--- src/rtl/axi_write_slot_arbiter.sv ---
// Per-slave AXI4 write-channel arbiter: round-robin grant held from AW
// through the W burst (WLAST) to the B response; exports the one-hot
// round-robin pointer and a completed-transaction counter.
module axi_write_slot_arbiter #(
   parameter int unsigned NUM_MASTER = 4,
   parameter int unsigned CNT_WIDTH  = 16
) (
   input  logic                  ACLK,
   input  logic                  ARESET,
   input  logic [NUM_MASTER-1:0] req,
   input  logic                  aw_hs,
   input  logic                  w_last_hs,
   input  logic                  b_hs,
   output logic [NUM_MASTER-1:0] grant,
   output logic                  grant_valid,
   output logic [NUM_MASTER-1:0] prio,
   output logic                  busy,
   output logic [CNT_WIDTH-1:0]  txn_count
);

   localparam int unsigned IW = (NUM_MASTER > 1) ? $clog2(NUM_MASTER) : 1;

   typedef enum logic [1:0] {
      IDLE = 2'd0,
      ADDR = 2'd1,
      RESP = 2'd2
   } state_t;

   state_t                state_q, state_d;
   logic [NUM_MASTER-1:0] grant_q, grant_d;
   logic [NUM_MASTER-1:0] prio_q,  prio_d;
   logic                  aw_done_q, aw_done_d;
   logic                  w_done_q,  w_done_d;
   logic [CNT_WIDTH-1:0]  cnt_q,   cnt_d;

   logic [NUM_MASTER-1:0] winner;
   logic [NUM_MASTER-1:0] grant_rot;
   logic [IW-1:0]         prio_idx;
   logic                  found;
   int unsigned           idx;

   // Round-robin pick: first requester scanning upward from the pointer, wrapping
   always_comb begin
      winner   = '0;
      found    = 1'b0;
      prio_idx = '0;
      idx      = 0;
      for (int unsigned i = 0; i < NUM_MASTER; i++) begin
         if (prio_q[i]) prio_idx = IW'(i);
      end
      for (int unsigned off = 0; off < NUM_MASTER; off++) begin
         idx = 32'(prio_idx) + off;
         if (idx >= NUM_MASTER) idx = idx - NUM_MASTER;
         if (!found && req[IW'(idx)]) begin
            winner[IW'(idx)] = 1'b1;
            found            = 1'b1;
         end
      end
   end

   // Grant rotated left by one; becomes the next pointer after completion
   always_comb begin
      grant_rot = '0;
      for (int unsigned i = 0; i < NUM_MASTER; i++) begin
         grant_rot[IW'((i + 1) % NUM_MASTER)] = grant_q[i];
      end
   end

   // Next-state logic for the transaction FSM, grant, pointer and counter
   always_comb begin
      state_d   = state_q;
      grant_d   = grant_q;
      prio_d    = prio_q;
      aw_done_d = aw_done_q;
      w_done_d  = w_done_q;
      cnt_d     = cnt_q;
      case (state_q)
         IDLE: begin
            if (found) begin
               grant_d   = winner;
               aw_done_d = 1'b0;
               w_done_d  = 1'b0;
               state_d   = ADDR;
            end
         end
         ADDR: begin
            if ((aw_done_q | aw_hs) & (w_done_q | w_last_hs)) begin
               state_d = RESP;
            end else begin
               aw_done_d = aw_done_q | aw_hs;
               w_done_d  = w_done_q | w_last_hs;
            end
         end
         RESP: begin
            if (b_hs) begin
               state_d = IDLE;
               grant_d = '0;
               prio_d  = grant_rot;
               cnt_d   = cnt_q + CNT_WIDTH'(1);
            end
         end
         default: begin
            state_d = IDLE;
            grant_d = '0;
         end
      endcase
   end

   // State registers with asynchronous reset
   always_ff @(posedge ACLK or posedge ARESET) begin
      if (ARESET) begin
         state_q   <= IDLE;
         grant_q   <= '0;
         prio_q    <= NUM_MASTER'(1);
         aw_done_q <= 1'b0;
         w_done_q  <= 1'b0;
         cnt_q     <= '0;
      end else begin
         state_q   <= state_d;
         grant_q   <= grant_d;
         prio_q    <= prio_d;
         aw_done_q <= aw_done_d;
         w_done_q  <= w_done_d;
         cnt_q     <= cnt_d;
      end
   end

   assign grant       = grant_q;
   assign grant_valid = |grant_q;
   assign prio        = prio_q;
   assign busy        = (state_q != IDLE);
   assign txn_count   = cnt_q;

endmodule

--- config.mk ---
export PLATFORM = sky130hd
export DESIGN_NAME = axi_write_slot_arbiter
export DESIGN_NICKNAME = d
export VERILOG_FILES = /design/src/rtl/axi_write_slot_arbiter.sv
export SDC_FILE = /design/constraint.sdc
export NUM_CORES = 1
export LEC_CHECK = 0
export BUFFER_PORTS_ARGS = -buffer_cell sky130_fd_sc_hd__buf_2
export CAP_MARGIN = 20
export CORE_MARGIN = 3
export CORE_UTILIZATION = 55
export DETAILED_ROUTE_END_ITERATION = 12
export GPL_ROUTABILITY_DRIVEN = 0
export PLACE_DENSITY = 0.8
export SKIP_LAST_GASP = 1
export SYNTH_ARGS = -nofsm -noshare
export SYNTH_HDL_FRONTEND = slang
export SYNTH_SLANG_ARGS = --single-unit
--- constraint.sdc ---
create_clock -name ACLK -period 6.4 [get_ports ACLK]
set_input_delay 0.64 -clock ACLK [delete_from_list [all_inputs] [get_ports ACLK]]
set_output_delay 0.64 -clock ACLK [all_outputs]
set_load 0.02 [all_outputs]
Yosys cells after proc, flatten, opt, wreduce, memory -nomap -nowiden
Cells that the tools add are included.

Input bits: 9. Output and inout port bits: 26. Logic and storage cells: 100. Register bits: 28.

Equality and inequality tests: 6. Bitwise logic cells: 7. Mux-type cells: 43. Add/sub/neg operators: 8. Reductions and logical operators: 18. Order comparisons: 12.

Operators with widths (number): two-way mux 4 bit (6); two-way mux 2 bit (9); adder 16 x 1 -> 16 bit, second input constant (1); two-way mux 1 bit (16); < comparator 2 x 3 -> 1 bit, second input constant (4); OR 4 bit (3); case mux 4 bit (3 select lines) (1); greater-or-equal comparator 3 bit, second input constant (3); AND reduction 3 bit (3); binary-select mux 1 bit (select 2 bit) (4); demux 1 bit (select 2 bit) (4); greater-or-equal comparator 2 x 1 -> 1 bit, second input constant (4); != test 2 bit, second input constant (4); subtractor 2 x 1 -> 2 bit, second input constant (4); logical AND 1 bit (7); adder 2 x 2 -> 3 bit, second input constant (2); case mux 2 bit (3 select lines) (1); case mux 1 bit (2 select lines) (2); nonzero test 2 bit (2); OR reduction 4 bit (1); adder 2 x 1 -> 3 bit, second input constant (1); greater-or-equal comparator 2 x 3 -> 1 bit, second input constant (1); logical NOT 1 bit (3); == test 2 x 1 -> 1 bit, second input constant (1); 6 further kinds (7).

Logic depth before layout (Yosys ltp)
Gate-level depths: netlist of run 1.

Depth in word-level cells: 19. Depth in mapped cells: 8. Gate-level depth less buffers: 8.

Least setup slack after synthesis of run 1
No wires, ideal clock.

Path kind: register to register. From: reg prio_q[1] (netlist: prio[1]). To: reg grant_q[0] (netlist: grant[0]). Path slack: 4.245 ns. Required time: 6.265 ns. Arrival: 2.021 ns. Clock period less this slack: 2.155 ns. Path buffers: 0. Stages on the path, launching flop included: 8. Library setup time: 0.135 ns. Path through: dfrtp_1 > nor2b_1 > nor2_1 > ha_1 > o2111a_1 > or2_2 > nand4_1 > nand4_1.

Word-level cells in the longest chain between the ends: 19. Elaborated cells between the ends (all ways): 67. Classes of those cells: add/sub: 7; order compare: 12; eq/ne: 1; mux: 33; bitwise: 3; reduce/logical: 11.

Ends and longest elaborated chain: from (decl) (line 31) `logic [NUM_MASTER-1:0] prio_q, prio_d;`; from (signal assigned) (line 121) `prio_q <= prio_d;`; two-way mux 1 bit * (line 49) `if (prio_q[i]) prio_idx = IW'(i);`; two-way mux 2 bit * (2 in a row) (line 49); parallel branches: the longest is 16 deep, another holds adder 2 x 1 -> 3 bit; to (signal assigned) (line 120) `grant_q <= grant_d;`; to (decl) (line 30) `logic [NUM_MASTER-1:0] grant_q, grant_d;`.

Mark *: on every way between the ends. The select of a mux whose other input is x is not followed. A chain may end at the register's enable or synchronous reset.

Final worst setup path of run 1
Same ends and word-level chain as after synthesis.

==> metrics.md, run 1 <==
| Metric | Value |
|---|---|
| Register bit total from synthesis | `28` |
| Core box area | `0.00283 mm²` |
| Switching portion of total power | `44.5%` |
| TNS Setup | `0 ns` |
| Final period util | `a little under two fifths` |
| Diodes inserted | `0` |
| Synth Net Count | `188` |
| Max Slew Vio Count | `0` |
| Net switching power | `~330 µW` |
| Crit. End Element | `flop` |
| Starting density of the core | `59.7%` |
| Synth Flop Type | `dfrtp_1` |
| Die height | `between 60 and 70 µm` |
| Largest net degree at the start of global routing | `29` |
| Syn avg cell area | `9.93 µm²` |
| PortBufs | `34` |
| Reg power frac | `35.4%` |
| Hold Fails Final Rpt | `0` |
| Via density | `5.86` |
| P&R area growth vs syn | `15.7%` |
| Clock Power Share | `15.9%` |
| Residual DRC | `0` |
| Critical Path Most Common Cell | `nand4_1` |
| Clk Latency, worst-skew pair | `0.33 ns` |
| Nets | `between 200 and 250` |
| Worst EP required | `~6.7 ns` |
| Most numerous cell in the Yosys netlist | `nand2_1` |
| Final setup margin | `3.94 ns` |
| Number of post-CTS setup repair buffers | `0` |
| Yosys warning count | `0` |
| Post-route ant nets | `0` |
| Crit-path cells | `nor2b_1 -> nor2_1 -> ha_1 -> a221oi_1 -> or2_2 -> nand4_1 -> nand4_1` |
| Power per cell area | `between 300 and 400 mW/mm²` |
| Max stage delay on crit path | `0.49 ns` |
| H-tree depth | `1` |
| Yosys top cell area share | `between 40 and 50%` |
| R2R setup slack | `just under 4 ns` |
| Worst reg-to-reg path cell count | `7` |
| Post-CTS Hold Buffers | `0` |
| Clk root buf | `clkbuf_4` |
| Clock transition at path regs | `0.15 ns` |
| Die W | `61.4 µm` |
| Maximum clock path buffer count | `2` |
| Lkg Pwr | `0.000989 µW` |
| GR Overflow Total | `0` |
| Drt first pass iters | `4` |
| Mean routed wirelength per cell | `14.9 µm` |
| Post-synth top cells | `nand2_1, dfrtp_1, nand4_1, nor2_1, xnor2_1` |
| Min-delay worst type | `in2async` |
| Final Skew | `0.00269 ns` |
| Design area | `slightly below 0.002 mm²` |
| Synth top area cells | `dfrtp_1, nand2_1, ha_1` |
| Synth async-reset ratio | `100%` |
| Drt total wl | `3.54 mm` |
| Placed inst area | `0.00187 mm²` |
| WS Path Type | `reg2reg` |
| Post-synth cell types | `44` |
| Post-DP HPWL | `2.68 mm` |
| VDD IR max | `0.240 mV` |
| Drt initial violations | `73` |
| Clk sinks | `28` |
| Final Critical Period | `2.46 ns` |
| Pint | `about 410 µW` |
| Slew Limit Headroom | `between 20% and 30%` |
| Unrepaired setup endpoints after global routing | `no` |
| Critical path arrival | `roughly 2.7 ns` |
| Non-Filler Instances | `237` |
| Share of layout cells above drive strength 1 | `25.7%` |
| Hold slack | `0.276 ns` |
| GRT Util Overall | `20.3%` |
| Yosys top cell by area | `dfrtp_1` |
| Reg-to-Reg Start | `prio[1]` |
| Synthesized cell area | `0.00169 mm²` |
| Die Area | `0.00377 mm²` |
| Max-cap violations | `0` |
| Post-place setup slack | `3.95 ns` |
| Vias in the first global route | `1320` |
| Placed cell count | `232` |
| Least-Margin Pin Slew | `~1.1 ns` |
| Crit path launch type | `flop` |
| Number of antenna violations at the first check in global routing | `0` |
| Worst r2r dst | `grant[0]` |
| CTS resizes | `0` |
| TritonCTS clock tree | `built` |
| Post-synth EDFFs | `0` |
| IO Pins | `35` |
| Total CTS buffers | `3` |
| Slowest CP cell | `dfrtp_1` |
| Global-route wire length before repair | `5.85 mm` |
| Final setup viols | `0` |
| Syn Inst Count | `170` |
| Comb pwr share | `48.8%` |
| Via count | `1388` |
| Seq/Total Area, Yosys | `roughly two fifths` |
| Highest Clock Rate | `0.407 GHz` |
| Maximum fanout along the worst path | `6` |
| Row count | `19` |
| Outcome | `completed` |
## layer usage
metal | part of all wire, % | GRT usage, %
met5 | 0 | 0
met4 | 1.2 | 5.45
met3 | 4.5 | 3.35
met2 | 51 | 33.5
met1 | 43 | 27.9
## worst max path at each step
stage	cells after the start	end	startpoint
global route	5	grant[1]	state_q[1]
detailed placement	6	grant[2]	req[2]
floorplan	7	grant[0]	prio[1]
global placement	6	grant[1]	req[2]
finish	7	grant[0]	prio[1]
CTS	7	grant[2]	prio[1]
## power by group through the flow
stage,Combinational [µW],Sequential [µW],Clock [µW]
4_1_cts,359,263,119
2_1_floorplan,251,283,0
5_1_grt,397,272,127
3_3_place_gp,343,263,0
3_5_place_dp,357,266,0
6_report,363,263,118
## cell families after synthesis
logic type                 Yosys count  synth area share (%)
AOI/OAI and AO/OA                   24                  12.2
xor gates and xnor gates            14                  7.26
and+or+nand+nor                     84                  28.8
muxes                                1                 0.593
buffers and inverters               10                  2.96
adders and majority gates            9                  6.67
DFF                                 28                  41.6
## critical path: cells and delay by family (launching register included)
family / cells / cell delay [ns]
adders and majority gates: 1 / 0.39
and+or+nand+nor: 5 / 1.04
AOI/OAI and AO/OA: 1 / 0.48
DFF: 1 / 0.49
## cells in the final DEF (no fill, tap or decap), types with 2 or more instances in the layout
| cell type | instances |
|---|---|
| and3_1 | 2 |
| nand3_1 | 2 |
| clkbuf_4 | 3 |
| o211ai_1 | 5 |
| buf_2 | 34 |
| xnor2_1 | 10 |
| xor2_1 | 4 |
| inv_1 | 6 |
| ha_1 | 9 |
| nand2_1 | 34 |
| a32oi_1 | 4 |
| nor2_1 | 12 |
| o21ai_0 | 3 |
| or2_2 | 2 |
| or3_1 | 2 |
| a21oi_1 | 3 |
| nor2b_1 | 4 |
| dfrtp_1 | 27 |
| nor3b_1 | 2 |
| nand4_1 | 12 |
| or4_1 | 2 |
## area by class of cell
class / instances / area, µm²
multi-input combinational: 132 / 936
fill: 225 / 876
sequential: 28 / 702
timing repair buffer: 35 / 198
tap: 31 / 38.8
clock inverter: 1 / 30.0
inverter: 7 / 26.3
clock buffer: 3 / 22.5
## stage by stage
step / utilization, % / total power [µW]
finish: 69.0 / 744
CTS: 68.1 / 741
detailed placement: 66.2 / 624
global placement: 66.2 / 606
floorplan: - / 534
global route: 69.0 / 796
## state kept, by name, indices dropped and copies added, names as in the netlist
name and cells:
txn_count 16, prio 4, grant 4, w_done_q 1
state_q 2, aw_done_q 1
(Power assumes the default switching activity.)
==> run 2: changes to the inputs <==
--- a/config.mk
+++ b/config.mk
@@ -8,10 +8,10 @@
 export BUFFER_PORTS_ARGS = -buffer_cell sky130_fd_sc_hd__buf_2
 export CAP_MARGIN = 20
 export CORE_MARGIN = 3
-export CORE_UTILIZATION = 55
+export CORE_UTILIZATION = 49
 export DETAILED_ROUTE_END_ITERATION = 12
 export GPL_ROUTABILITY_DRIVEN = 0
-export PLACE_DENSITY = 0.8
+export PLACE_DENSITY = 0.75
 export SKIP_LAST_GASP = 1
 export SYNTH_ARGS = -nofsm -noshare
 export SYNTH_HDL_FRONTEND = slang
==> constraint.sdc (replaced) <==
create_clock -name ACLK -period 2.1 [get_ports ACLK]
set_input_delay 0.21 -clock ACLK [delete_from_list [all_inputs] [get_ports ACLK]]
set_output_delay 0.21 -clock ACLK [all_outputs]
set_load 0.02 [all_outputs]
==> metrics.md, run 2 (synthesis gave the netlist of run 1 again) <==
| Metric | Value |
|---|---|
| Outcome | `completed` |
| Maximum fanout along the worst path | `7` |
| VDD IR max | `about 0.8 mV` |
| Max Slew Vio Count | `0` |
| Comb pwr share | `54.2%` |
| Die W | `between 60 and 70 µm` |
| Commonest non-fill, non-tap cells in the layout | `nand2_1, buf_2, dfrtp_1` |
| Core box area | `0.00318 mm²` |
| Total CTS buffers | `3` |
| P&R area growth vs syn | `20.8%` |
| Lkg Pwr | `a little over 0.001 µW` |
| Clk root buf | `clkbuf_4` |
| H-tree depth | `1` |
| Drt initial violations | `roughly 140` |
| Max reg flops | `16` |
| Worst EP required | `~2.3 ns` |
| Global-route wire length before repair | `6.56 mm` |
| WS Path Type | `reg2reg` |
| Reg power frac | `about a third` |
| Total power | `between 2000 and 2500 µW` |
| Non-Filler Instances | `256` |
| Unrepaired setup endpoints after global routing | `no` |
| Vias in the first global route | `1420` |
| Drt total wl | `3.97 mm` |
| Max-cap violations | `0` |
| Largest net degree at the start of global routing | `23` |
| Row count | `20` |
| Power per cell area | `around 1200 mW/mm²` |
| Pint | `1370 µW` |
| Highest Clock Rate | `0.500 GHz` |
| Min-delay worst type | `in2async` |
| Drt first pass iters | `4` |
| Mean routed wirelength per cell | `15.5 µm` |
| R2R setup slack | `~0.1 ns` |
| Worst reg-to-reg path cell count | `7` |
| Via count | `1477` |
| TritonCTS clock tree | `built` |
| Final Skew | `0.00946 ns` |
| Starting density of the core | `53.1%` |
| GRT Util Overall | `19.7%` |
| Slowest CP cell | `dfrtp_2` |
| Post-DP HPWL | `between 2 and 3 mm` |
| Final Critical Period | `2.00 ns` |
| Placed cell count | `251` |
| Max stage delay on crit path | `0.48 ns` |
| Share of layout cells above drive strength 1 | `a little under a third` |
| Die height | `around 65 µm` |
| Die Area | `~0.0042 mm²` |
| Crit-path cells | `or2_4 -> ha_4 -> nand2_1 -> o2111a_1 -> or2_2 -> nand4_1 -> nand4_1` |
| Hold slack | `0.00557 ns` |
| Crit path launch type | `flop` |
| IO Pins | `35` |
| Reg-to-Reg Start | `prio[2]` |
| Residual DRC | `0` |
| Clock transition at path regs | `0.15 ns` |
| Critical Path Most Common Cell | `nand4_1` |
| Diodes inserted | `0` |
| Crit. End Element | `flop` |
| Clk sinks | `28` |
| Post-CTS Hold Buffers | `0` |
| Clk Latency, worst-skew pair | `0.33 ns` |
| Worst r2r dst | `grant[2]` |
| Final setup viols | `0` |
| Least-Margin Pin Slew | `between 0.8 and 0.9 ns` |
| PortBufs | `34` |
| Post-place setup slack | `-0.0695 ns` |
| Via density | `roughly 5.8` |
| Net switching power | `1100 µW` |
| Switching portion of total power | `44.6%` |
| Final period util | `95.2%` |
| Slew Limit Headroom | `between 40 and 50%` |
| Maximum clock path buffer count | `2` |
| Fill cells | `273` |
| Clock Power Share | `between 10% and 20%` |
| Final Util | `between 60% and 70%` |
| Number of antenna violations at the first check in global routing | `0` |
| Hold Fails Final Rpt | `0` |
| Nets | `around 230` |
| Final setup margin | `0.102 ns` |
| Critical path arrival | `between 2 and 2.5 ns` |
| GR Overflow Total | `0` |
| Post-route ant nets | `0` |
-- run 2: how the worst max path moves through the flow --
stage | start | end | cells after the start
3_5_place_dp | prio[2] | grant[1] | 8
6_report | prio[2] | grant[2] | 7
5_1_grt | prio[2] | grant[1] | 7
4_1_cts | prio[3] | grant[2] | 7
2_1_floorplan | prio[3] | grant[0] | 8
3_3_place_gp | prio[2] | grant[1] | 8
-- run 2: cell type report --
| class | instances | area [µm²] | share of cell area, % |
|---|---|---|---|
| clock inverter | 1 | 30.0 | 1.47 |
| timing repair buffer | 41 | 223 | 10.9 |
| sequential | 28 | 704 | 34.5 |
| tap | 44 | 55.1 | 2.70 |
| clock buffer | 3 | 22.5 | 1.10 |
| multi-input combinational | 132 | 978 | 48.0 |
| inverter | 7 | 26.3 | 1.29 |
-- run 2: what timing repair did --
action | CTS | global route
pin swaps | 0 | 1
endpoints found under the setup margin | 4 | 4
buffers inserted | 0 | 1
resized for setup | 4 | 3
endpoints found under the hold margin | 0 | 0
-- run 2: power groups by stage --
stage          sequential, µW  combinational (µW)  clock [µW]
6_report                  783                1340         350
5_1_grt                   799                1430         388
4_1_cts                   782                1260         361
3_5_place_dp              790                1200           0
3_3_place_gp              783                1140           0
2_1_floorplan             864                 775           0
-- run 2: worst max-delay path: cells and delay by family, from the launching register on --
| kind | cells | cell delay (ns) |
|---|---|---|
| AOI/OAI and AO/OA | 1 | 0.17 |
| adders and majority gates | 1 | 0.32 |
| DFF | 1 | 0.48 |
| and+or+nand+nor | 5 | 0.92 |
-- run 2: layer usage --
metal	up-vias	share of wire, %	routed length [µm]	GRT usage, %
met2	71	46	1840	32.3
li1	697	-	-	-
met1	694	44	1750	26.2
met3	15	7.3	288	2.95
met5	-	0	0	0
met4	0	2.6	102	7.39
-- run 2: per-stage QoR --
stage	cell area [µm²]	setup TNS, ns
CTS	2020	0
detailed placement	1940	-0.165
floorplan	1690	0
global placement	1940	0
finish	2040	0
global route	2040	0
